===== src/rtl/vga_timing_gen.sv =====
// vga_timing_gen: VGA raster timing generator.
// h_cnt_q/v_cnt_q hold the raster position presented at the next enabled
// edge. Every output register is loaded from that same position in the same
// cycle, so sync, de, coordinates and strobes never skew against each other.
module vga_timing_gen #(
  parameter int H_ACTIVE = 640,
  parameter int H_FP     = 16,
  parameter int H_SYNC   = 96,
  parameter int H_BP     = 48,
  parameter int V_ACTIVE = 480,
  parameter int V_FP     = 10,
  parameter int V_SYNC   = 2,
  parameter int V_BP     = 33,
  parameter bit HS_POL   = 1'b0,
  parameter bit VS_POL   = 1'b0,
  localparam int H_TOTAL = H_ACTIVE + H_FP + H_SYNC + H_BP,
  localparam int V_TOTAL = V_ACTIVE + V_FP + V_SYNC + V_BP,
  localparam int XW      = $clog2(H_TOTAL),
  localparam int YW      = $clog2(V_TOTAL)
) (
  input  logic          VGA_CLK,
  input  logic          rst,
  input  logic          en,
  output logic          hsync,
  output logic          vsync,
  output logic          de,
  output logic [XW-1:0] pixel_x,
  output logic [YW-1:0] pixel_y,
  output logic          line_start,
  output logic          frame_start
);

  // Raster boundaries, all compared unsigned at counter width.
  localparam logic [XW-1:0] X_ZERO   = {XW{1'b0}};
  localparam logic [YW-1:0] Y_ZERO   = {YW{1'b0}};
  localparam logic [XW-1:0] X_ONE    = XW'(1);
  localparam logic [YW-1:0] Y_ONE    = YW'(1);
  localparam logic [XW-1:0] H_LAST   = XW'(H_TOTAL - 1);
  localparam logic [YW-1:0] V_LAST   = YW'(V_TOTAL - 1);
  localparam logic [XW-1:0] H_ACT_X  = XW'(H_ACTIVE);
  localparam logic [YW-1:0] V_ACT_Y  = YW'(V_ACTIVE);
  localparam logic [XW-1:0] HS_START = XW'(H_ACTIVE + H_FP);
  localparam logic [XW-1:0] HS_END   = XW'(H_ACTIVE + H_FP + H_SYNC);
  localparam logic [YW-1:0] VS_START = YW'(V_ACTIVE + V_FP);
  localparam logic [YW-1:0] VS_END   = YW'(V_ACTIVE + V_FP + V_SYNC);

  logic [XW-1:0] h_cnt_q, h_cnt_d;
  logic [YW-1:0] v_cnt_q, v_cnt_d;
  logic [XW-1:0] pixel_x_q, pixel_x_d;
  logic [YW-1:0] pixel_y_q, pixel_y_d;
  logic          hsync_q, hsync_d;
  logic          vsync_q, vsync_d;
  logic          de_q, de_d;
  logic          line_start_q, line_start_d;
  logic          frame_start_q, frame_start_d;

  // Next state: present the counter position and advance, or hold with strobes cleared.
  always_comb begin
    h_cnt_d       = h_cnt_q;
    v_cnt_d       = v_cnt_q;
    pixel_x_d     = pixel_x_q;
    pixel_y_d     = pixel_y_q;
    hsync_d       = hsync_q;
    vsync_d       = vsync_q;
    de_d          = de_q;
    line_start_d  = 1'b0;
    frame_start_d = 1'b0;
    if (en) begin
      pixel_x_d     = h_cnt_q;
      pixel_y_d     = v_cnt_q;
      de_d          = (h_cnt_q < H_ACT_X) && (v_cnt_q < V_ACT_Y);
      hsync_d       = ((h_cnt_q >= HS_START) && (h_cnt_q < HS_END)) ? HS_POL : ~HS_POL;
      vsync_d       = ((v_cnt_q >= VS_START) && (v_cnt_q < VS_END)) ? VS_POL : ~VS_POL;
      line_start_d  = (h_cnt_q == X_ZERO);
      frame_start_d = (h_cnt_q == X_ZERO) && (v_cnt_q == Y_ZERO);
      if (h_cnt_q == H_LAST) begin
        h_cnt_d = X_ZERO;
        if (v_cnt_q == V_LAST) begin
          v_cnt_d = Y_ZERO;
        end else begin
          v_cnt_d = v_cnt_q + Y_ONE;
        end
      end else begin
        h_cnt_d = h_cnt_q + X_ONE;
      end
    end else begin
      h_cnt_d = h_cnt_q;
    end
  end

  // State and output registers; reset aborts the frame and idles the syncs.
  always_ff @(posedge VGA_CLK) begin
    if (rst) begin
      h_cnt_q       <= X_ZERO;
      v_cnt_q       <= Y_ZERO;
      pixel_x_q     <= X_ZERO;
      pixel_y_q     <= Y_ZERO;
      hsync_q       <= ~HS_POL;
      vsync_q       <= ~VS_POL;
      de_q          <= 1'b0;
      line_start_q  <= 1'b0;
      frame_start_q <= 1'b0;
    end else begin
      h_cnt_q       <= h_cnt_d;
      v_cnt_q       <= v_cnt_d;
      pixel_x_q     <= pixel_x_d;
      pixel_y_q     <= pixel_y_d;
      hsync_q       <= hsync_d;
      vsync_q       <= vsync_d;
      de_q          <= de_d;
      line_start_q  <= line_start_d;
      frame_start_q <= frame_start_d;
    end
  end

  assign hsync       = hsync_q;
  assign vsync       = vsync_q;
  assign de          = de_q;
  assign pixel_x     = pixel_x_q;
  assign pixel_y     = pixel_y_q;
  assign line_start  = line_start_q;
  assign frame_start = frame_start_q;

endmodule


===== config.mk =====
export PLATFORM = sky130hd
export DESIGN_NAME = vga_timing_gen
export DESIGN_NICKNAME = d
export VERILOG_FILES = /design/src/rtl/vga_timing_gen.sv
export SDC_FILE = /design/constraint.sdc
export NUM_CORES = 1
export LEC_CHECK = 0
export CAP_MARGIN = 25
export CELL_PAD_IN_SITES_DETAIL_PLACEMENT = 1
export CELL_PAD_IN_SITES_GLOBAL_PLACEMENT = 1
export CORE_MARGIN = 2
export CORE_UTILIZATION = 37
export DETAILED_ROUTE_END_ITERATION = 7
export PLACE_DENSITY_LB_ADDON = 0.1
export SLEW_MARGIN = 15
export SYNTH_ARGS = -nofsm -noshare
export SYNTH_HDL_FRONTEND = slang
export SYNTH_SLANG_ARGS = --single-unit
export TNS_END_PERCENT = 5

===== constraint.sdc =====
create_clock -name VGA_CLK -period 1.8 [get_ports VGA_CLK]
set_input_delay 0.18 -clock VGA_CLK [delete_from_list [all_inputs] [get_ports VGA_CLK]]
set_output_delay 0.18 -clock VGA_CLK [all_outputs]
set_load 0.05 [all_outputs]

==> Word-level counts from Yosys, hierarchy flattened <==
Index checks and enable logic that the tools add are counted.
{ "word_totals": {"elab_cells": 32, "in_bits": 3, "register_bits": 45} }
{ "classes": {"order_cmp": 6, "n_addsub": 2, "eq_ne": 2, "n_bitwise": 1, "mux": 4, "reduce_logical": 8} }
{ "ops": {"columns": ["operator", "n"], "rows": [
  ["10-bit by 1-bit adder with 10-bit output, second input constant", 2],
  ["10-bit equality test, second input constant", 2],
  ["10-bit logical NOT", 2],
  ["10-bit < comparator, second input constant", 2],
  ["10-bit by 9-bit < comparator with 1-bit output, second input constant", 2],
  ["10-bit two-way mux", 2],
  ["10-bit >= comparator, second input constant", 1],
  ["10-bit by 9-bit >= comparator with 1-bit output, second input constant", 1],
  ["1-bit logical AND", 4],
  ["1-bit two-way mux", 2],
  ["2-bit AND reduction", 1],
  ["2-bit OR reduction", 1],
  ["1-bit NOT", 1]
]} }

==> Depth between registers and ports, before layout <==
{ "logic_depth": {"ltp_word": 3, "mapped_depth": 7, "depth_no_buf": 6} }

==> Least setup slack after synthesis <==
OpenSTA, ideal clock, no wires.
{ "synth_path": {"kind": "register -> register", "startpoint": "reg h_cnt_q[0]", "endpoint": "reg v_cnt_q[8]", "path_buffers": 2, "arrival_ns": 1.702, "required_ns": 1.734, "period_less_slack_ns": 1.768, "path_slack_ns": 0.032, "stages_incl_launch_ff": 8, "cell_sequence": "dfxtp_1 ha_1 and4_1 buf_6 nand3_4 buf_6 or4_4 a21oi_2"} }
{ "synth_via": {"elab_chain_len": 2} }
{ "synth_lines": {"columns": ["item", "line", "text"], "rows": [
  ["start: declaration", "47", "logic [XW-1:0] h_cnt_q, h_cnt_d;"],
  ["start signal: assignment", "104", "h_cnt_q <= h_cnt_d;"],
  ["10-bit equality test", "76", "if (h_cnt_q == H_LAST) begin"],
  ["2-bit AND reduction (no line)", null, null],
  ["end signal: assignment", "105", "v_cnt_q <= v_cnt_d;"],
  ["end: declaration", "48", "logic [YW-1:0] v_cnt_q, v_cnt_d;"]
]} }
Every way passes these cells.
A chain may end at the register's enable or synchronous reset.

==> Worst setup path in the final report <==
{ "layout_path": {"startpoint": "reg h_cnt_q[1]", "endpoint": "reg v_cnt_q[8]"} }
Same word-level chain as after synthesis.

==> results list <==
- In this run, synthesis produced a sequential element count of 45.
* Hold worst-path end: vsync
- For this design, the slowest cell found on the critical path is sky130_fd_sc_hd__or4_4.
- For this design the ratio of total power to cell area is ~690 nW/um^2.
- For this configuration, the core starts out at a cell density of 38.1%.
* Internal Pwr Total: 1.36 mW
* Kind of start point of the critical path: register
- Global-route met1 utilization: 25.2%
- Post-Synthesis Net Count: around 230
- Final core utilization: 47.0%
- Number of enable-type register cells in the synthesized netlist: 0
- In the final layout, the share of cells above drive strength 1 is 13.3%.
* Setup slack after layout: 0.152 ns
- Deepest clock path buffer count: 2
- Hold repair after CTS inserted 0 buffers.
- The synthesized netlist devotes 26.7% of its cell area to simple gates.
* Share of Yosys cell area claimed by the top area cell type: 43.5%
- I/O Pins: 28
- Sequential cells were found to cover a little over two fifths of the synthesized design area.
* Part of the power in combinational logic: 7.1%
- P&R area growth vs syn: 23.4%
* Initial antenna violation count: 0
- Counting the fill cells in the layout gives 650.
* CP max stage delay: 0.53 ns
- Placeable core region: 5440 sq um
- Total negative slack: 0 ns
* Number of iterations in the first detailed-routing pass: 4
- Critical register-to-register path startpoint: h_cnt_q[1]
- Most used cells in the layout excluding fill and tap cells: 45 x sky130_fd_sc_hd__dfxtp_1, 27 x sky130_fd_sc_hd__clkdlybuf4s50_1, 26 x sky130_fd_sc_hd__nor2_1, 20 x sky130_fd_sc_hd__mux2i_1, 20 x sky130_fd_sc_hd__buf_4
* Clock latency on the worst-skew pair: 0.29 ns
- The HPWL after detailed placement is 3840 microns.
- Across the VDD grid, the largest voltage drop is 353 uV.
* Reg-to-reg setup timing slack: 0.15 ns
* Number of buffers added for setup after CTS: 0
- Startpoint of the tightest hold check path: vsync
- Cell Chain, Critical Path: ha_1, and4_1, nand3_4, or4_4, a21oi_2
* Share of synthesized area spent on multiplexers: 9.67%
- Count of placed standard cells including taps: 320
- Relative slew margins: 65.9%
- The clock arrives with 0.00363 ns of skew.
- Excluding fillers, the count of instances in the completed layout stands at 327.
- Tracing the worst setup path back leads to its startpoint at h_cnt_q[1].
- The netlist uses 40 different library cells.
* Register Area: between 900 and 1000 sq um
- Fraction of registers with async set/reset: 0%
- N_diodes: 0
* Overall global routing resource usage: 18.8%
- The first global-routing pass estimated 9100 microns of wire.
- Cts bufs inserted: 5
- CTS tree: yes
- Along the worst hold path, the cell count comes to 2.
* Leading cell type in the layout, fill and taps excluded: sky130_fd_sc_hd__dfxtp_1
- Routing usage on met2: between 30% and 40%
- Max capacitance violation total: 0
- Each instance of the synthesized netlist takes up on average 9.46 sq um.
* Shortest period the worst path allows: ~1.6 ns
- Number of remaining DRC errors: 0
- Crit path arrival time: 1.88 ns
- After synthesis, the largest family of logic cells by area is simple AND/OR/NAND/NOR gates.
* Switching power: 0.418 mW
- Number of H-tree branching levels: 2
* Largest cells by area after synthesis: sky130_fd_sc_hd__dfxtp_1 44%, sky130_fd_sc_hd__mux2i_1 9.7%, sky130_fd_sc_hd__nor2_1 4.7%
- The min-delay analysis places its worst path in the category register to register.
* Post-route clock period utilization: 91.6%
* Critical path class: register to register
- Clock-pin slew was measured on the worst setup and hold paths at 0.08 ns.
- After detailed routing, the number of vias per cell comes to around 5.3.
* Area of the die: between 6000 and 7000 sq um
- The detail route stage leaves a number of antenna-violating nets equal to 0.
* XOR/XNOR Fraction of Synth Area: 4.65%
- Leakage dissipation: 0.981 nW
- Library cell with the largest summed area after synthesis: sky130_fd_sc_hd__dfxtp_1
* Number of endpoints failing setup at the final stage: 0
* Post-cts sizing count: 0
- In the final routed layout, each cell accounts on average for 16.3 microns.
- The final number of hold-violating endpoints is 0.
* Synthesized area: 2070 sq um
- Of all nets on the critical path, the largest fanout is 8.
- For the worst setup path, the data required time is 2.04 ns.
- For the worst flop-to-flop path, the logic depth is 5.
* Buffer type at the clock tree root: sky130_fd_sc_hd__clkbuf_8
- After global routing, the most crowded layer is met2.
- Input and output buffers added on the ports amount to 27.
- At the pin with the least slew margin, the transition time is roughly 0.5 ns.
* WL final: 5330 microns
- Setup repair after global routing left no endpoint under its margin.
- Die W: 78.8 microns
- Count of routing violations after the opening detailed-route iteration: 200
* Highest Clock Rate: 607 MHz
- Clock group share of total power: 36.0%
- After technology mapping, the gate count stands at 219.
- The routed layout has 1723 vias.
* Share of total power in sequential cells: 56.9%
- Buffers & Inverters on Critical Path: 0
- From bottom edge to top edge, the die measures approximately 79 microns.
* Slew Limit Fails: 0
- Final weighted congestion in routability-driven placement: 0.844
- Maximum number of pins on one net before global-route repair: 25
- The initialized floorplan defines 27 standard-cell rows.
- The multi-input combinational cells in the finished layout cover a total of 1040 sq um.
* Count of synthesis-stage warnings from yosys: 0
- Global-route met3 utilization: 3.86%
- Sw frac: between 20% and 30%
- In this run the critical register-to-register path is captured at v_cnt_q[8].
- The synthesized netlist devotes 6.59% of its cell area to compound gates.
- STA classifies the critical path endpoint as a register.
* Worst hold-check slack: 0.480 ns
- Post-synthesis share of cell area spent on full adders, half adders and majority gates: 2.42%
* Outcome: finished clean
- For this run, the leading register cell type out of synthesis is sky130_fd_sc_hd__dfxtp_1.
* CP delay by family, top: simple AND/OR/NAND/NOR gates
- Grt total ovfl: 0
* Sinks on the clock net: 45
- Net count reported at finish: 262
- The via count of the first global-routing pass is about 1800.
* Setup Slack @ Placement: 0.0178 ns
==> cell families after synthesis <==
kind of cell / Yosys count
xor gates and xnor gates: 11
buffers and inverters: 24
adders and majority gates: 4
DFF: 45
muxes: 20
AOI/OAI and AO/OA: 22
and+or+nand+nor: 93
==> tightest hold or removal path: stages (launching register included) <==
cell and delay, ns:
sky130_fd_sc_hd__dfxtp_1 0.33, sky130_fd_sc_hd__o21ai_0 0.07, sky130_fd_sc_hd__nand2_1 0.06
==> area by class of cell <==
type                       instances  area share (%)
multi-input combinational        150            40.5
tap                               72            3.52
inverter                           6           0.881
sequential                        45            35.2
clock buffer                       7            3.38
timing repair buffer              47            16.4
==> Yosys cell counts, types with 2 or more instances <==
library cell / instances
sky130_fd_sc_hd__xnor2_1: 2
sky130_fd_sc_hd__buf_1: 2
sky130_fd_sc_hd__ha_1: 4
sky130_fd_sc_hd__nand2b_1: 5
sky130_fd_sc_hd__nand2_1: 11
sky130_fd_sc_hd__and4_1: 3
sky130_fd_sc_hd__nand3_1: 10
sky130_fd_sc_hd__buf_6: 5
sky130_fd_sc_hd__dfxtp_1: 45
sky130_fd_sc_hd__o31ai_1: 5
sky130_fd_sc_hd__clkbuf_1: 8
sky130_fd_sc_hd__mux2i_1: 20
sky130_fd_sc_hd__and4b_1: 2
sky130_fd_sc_hd__nand4_1: 9
sky130_fd_sc_hd__or4_1: 3
sky130_fd_sc_hd__nor3_1: 6
sky130_fd_sc_hd__xor2_1: 9
sky130_fd_sc_hd__nor4bb_1: 2
sky130_fd_sc_hd__a21oi_1: 11
sky130_fd_sc_hd__inv_1: 6
sky130_fd_sc_hd__and3_1: 3
sky130_fd_sc_hd__nor2_1: 26
sky130_fd_sc_hd__nor4b_1: 4
sky130_fd_sc_hd__o21ai_0: 2
==> metal layers <==
layer	up-vias	share of wire, %	routed length, microns
li1	840	-	-
met1	848	50	2680
met2	29	46	2440
met3	6	2.8	147
met4	0	1.2	63
met5	-	0	0
==> per-stage QoR <==
stage | power (mW) | area, sq um
detailed placement | 1.16 | 2470
floorplan | 1.12 | 2070
global route | 1.86 | 2560
finish | 1.78 | 2560
global placement | 1.16 | 2470
CTS | 1.81 | 2560
==> registers in the layout, indices dropped and copies added, names as in the netlist <==
| register | count |
|---|---|
| hsync | 1 |
| h_cnt_q | 10 |
| de | 1 |
| line_start | 1 |
| pixel_x | 10 |
| vsync | 1 |
| v_cnt_q | 10 |
| pixel_y | 10 |
| frame_start | 1 |
==> power by group through the flow <==
stage | clock network (mW) | registers [mW] | logic [mW]
final | 0.639 | 1.01 | 0.126
after global routing | 0.716 | 1.01 | 0.137
after CTS | 0.667 | 1.01 | 0.128
after detailed placement | 0 | 1.03 | 0.127
after global placement | 0 | 1.03 | 0.125
after floorplan | 0 | 1.06 | 0.0559
==> worst max path at each step <==
| stage | end | depth (start not counted) | slack (ns) |
|---|---|---|---|
| 2_1_floorplan | v_cnt_q[8] | 7 | 0.03 |
| 3_3_place_gp | v_cnt_q[7] | 5 | 0.02 |
| 3_5_place_dp | v_cnt_q[8] | 5 | 0.02 |
| 4_1_cts | pixel_y[2] | 1 | 0.14 |
| 5_1_grt | v_cnt_q[6] | 5 | 0.05 |
| 6_report | v_cnt_q[8] | 5 | 0.15 |
No activity file was read; power rests on OpenSTA's default activity.
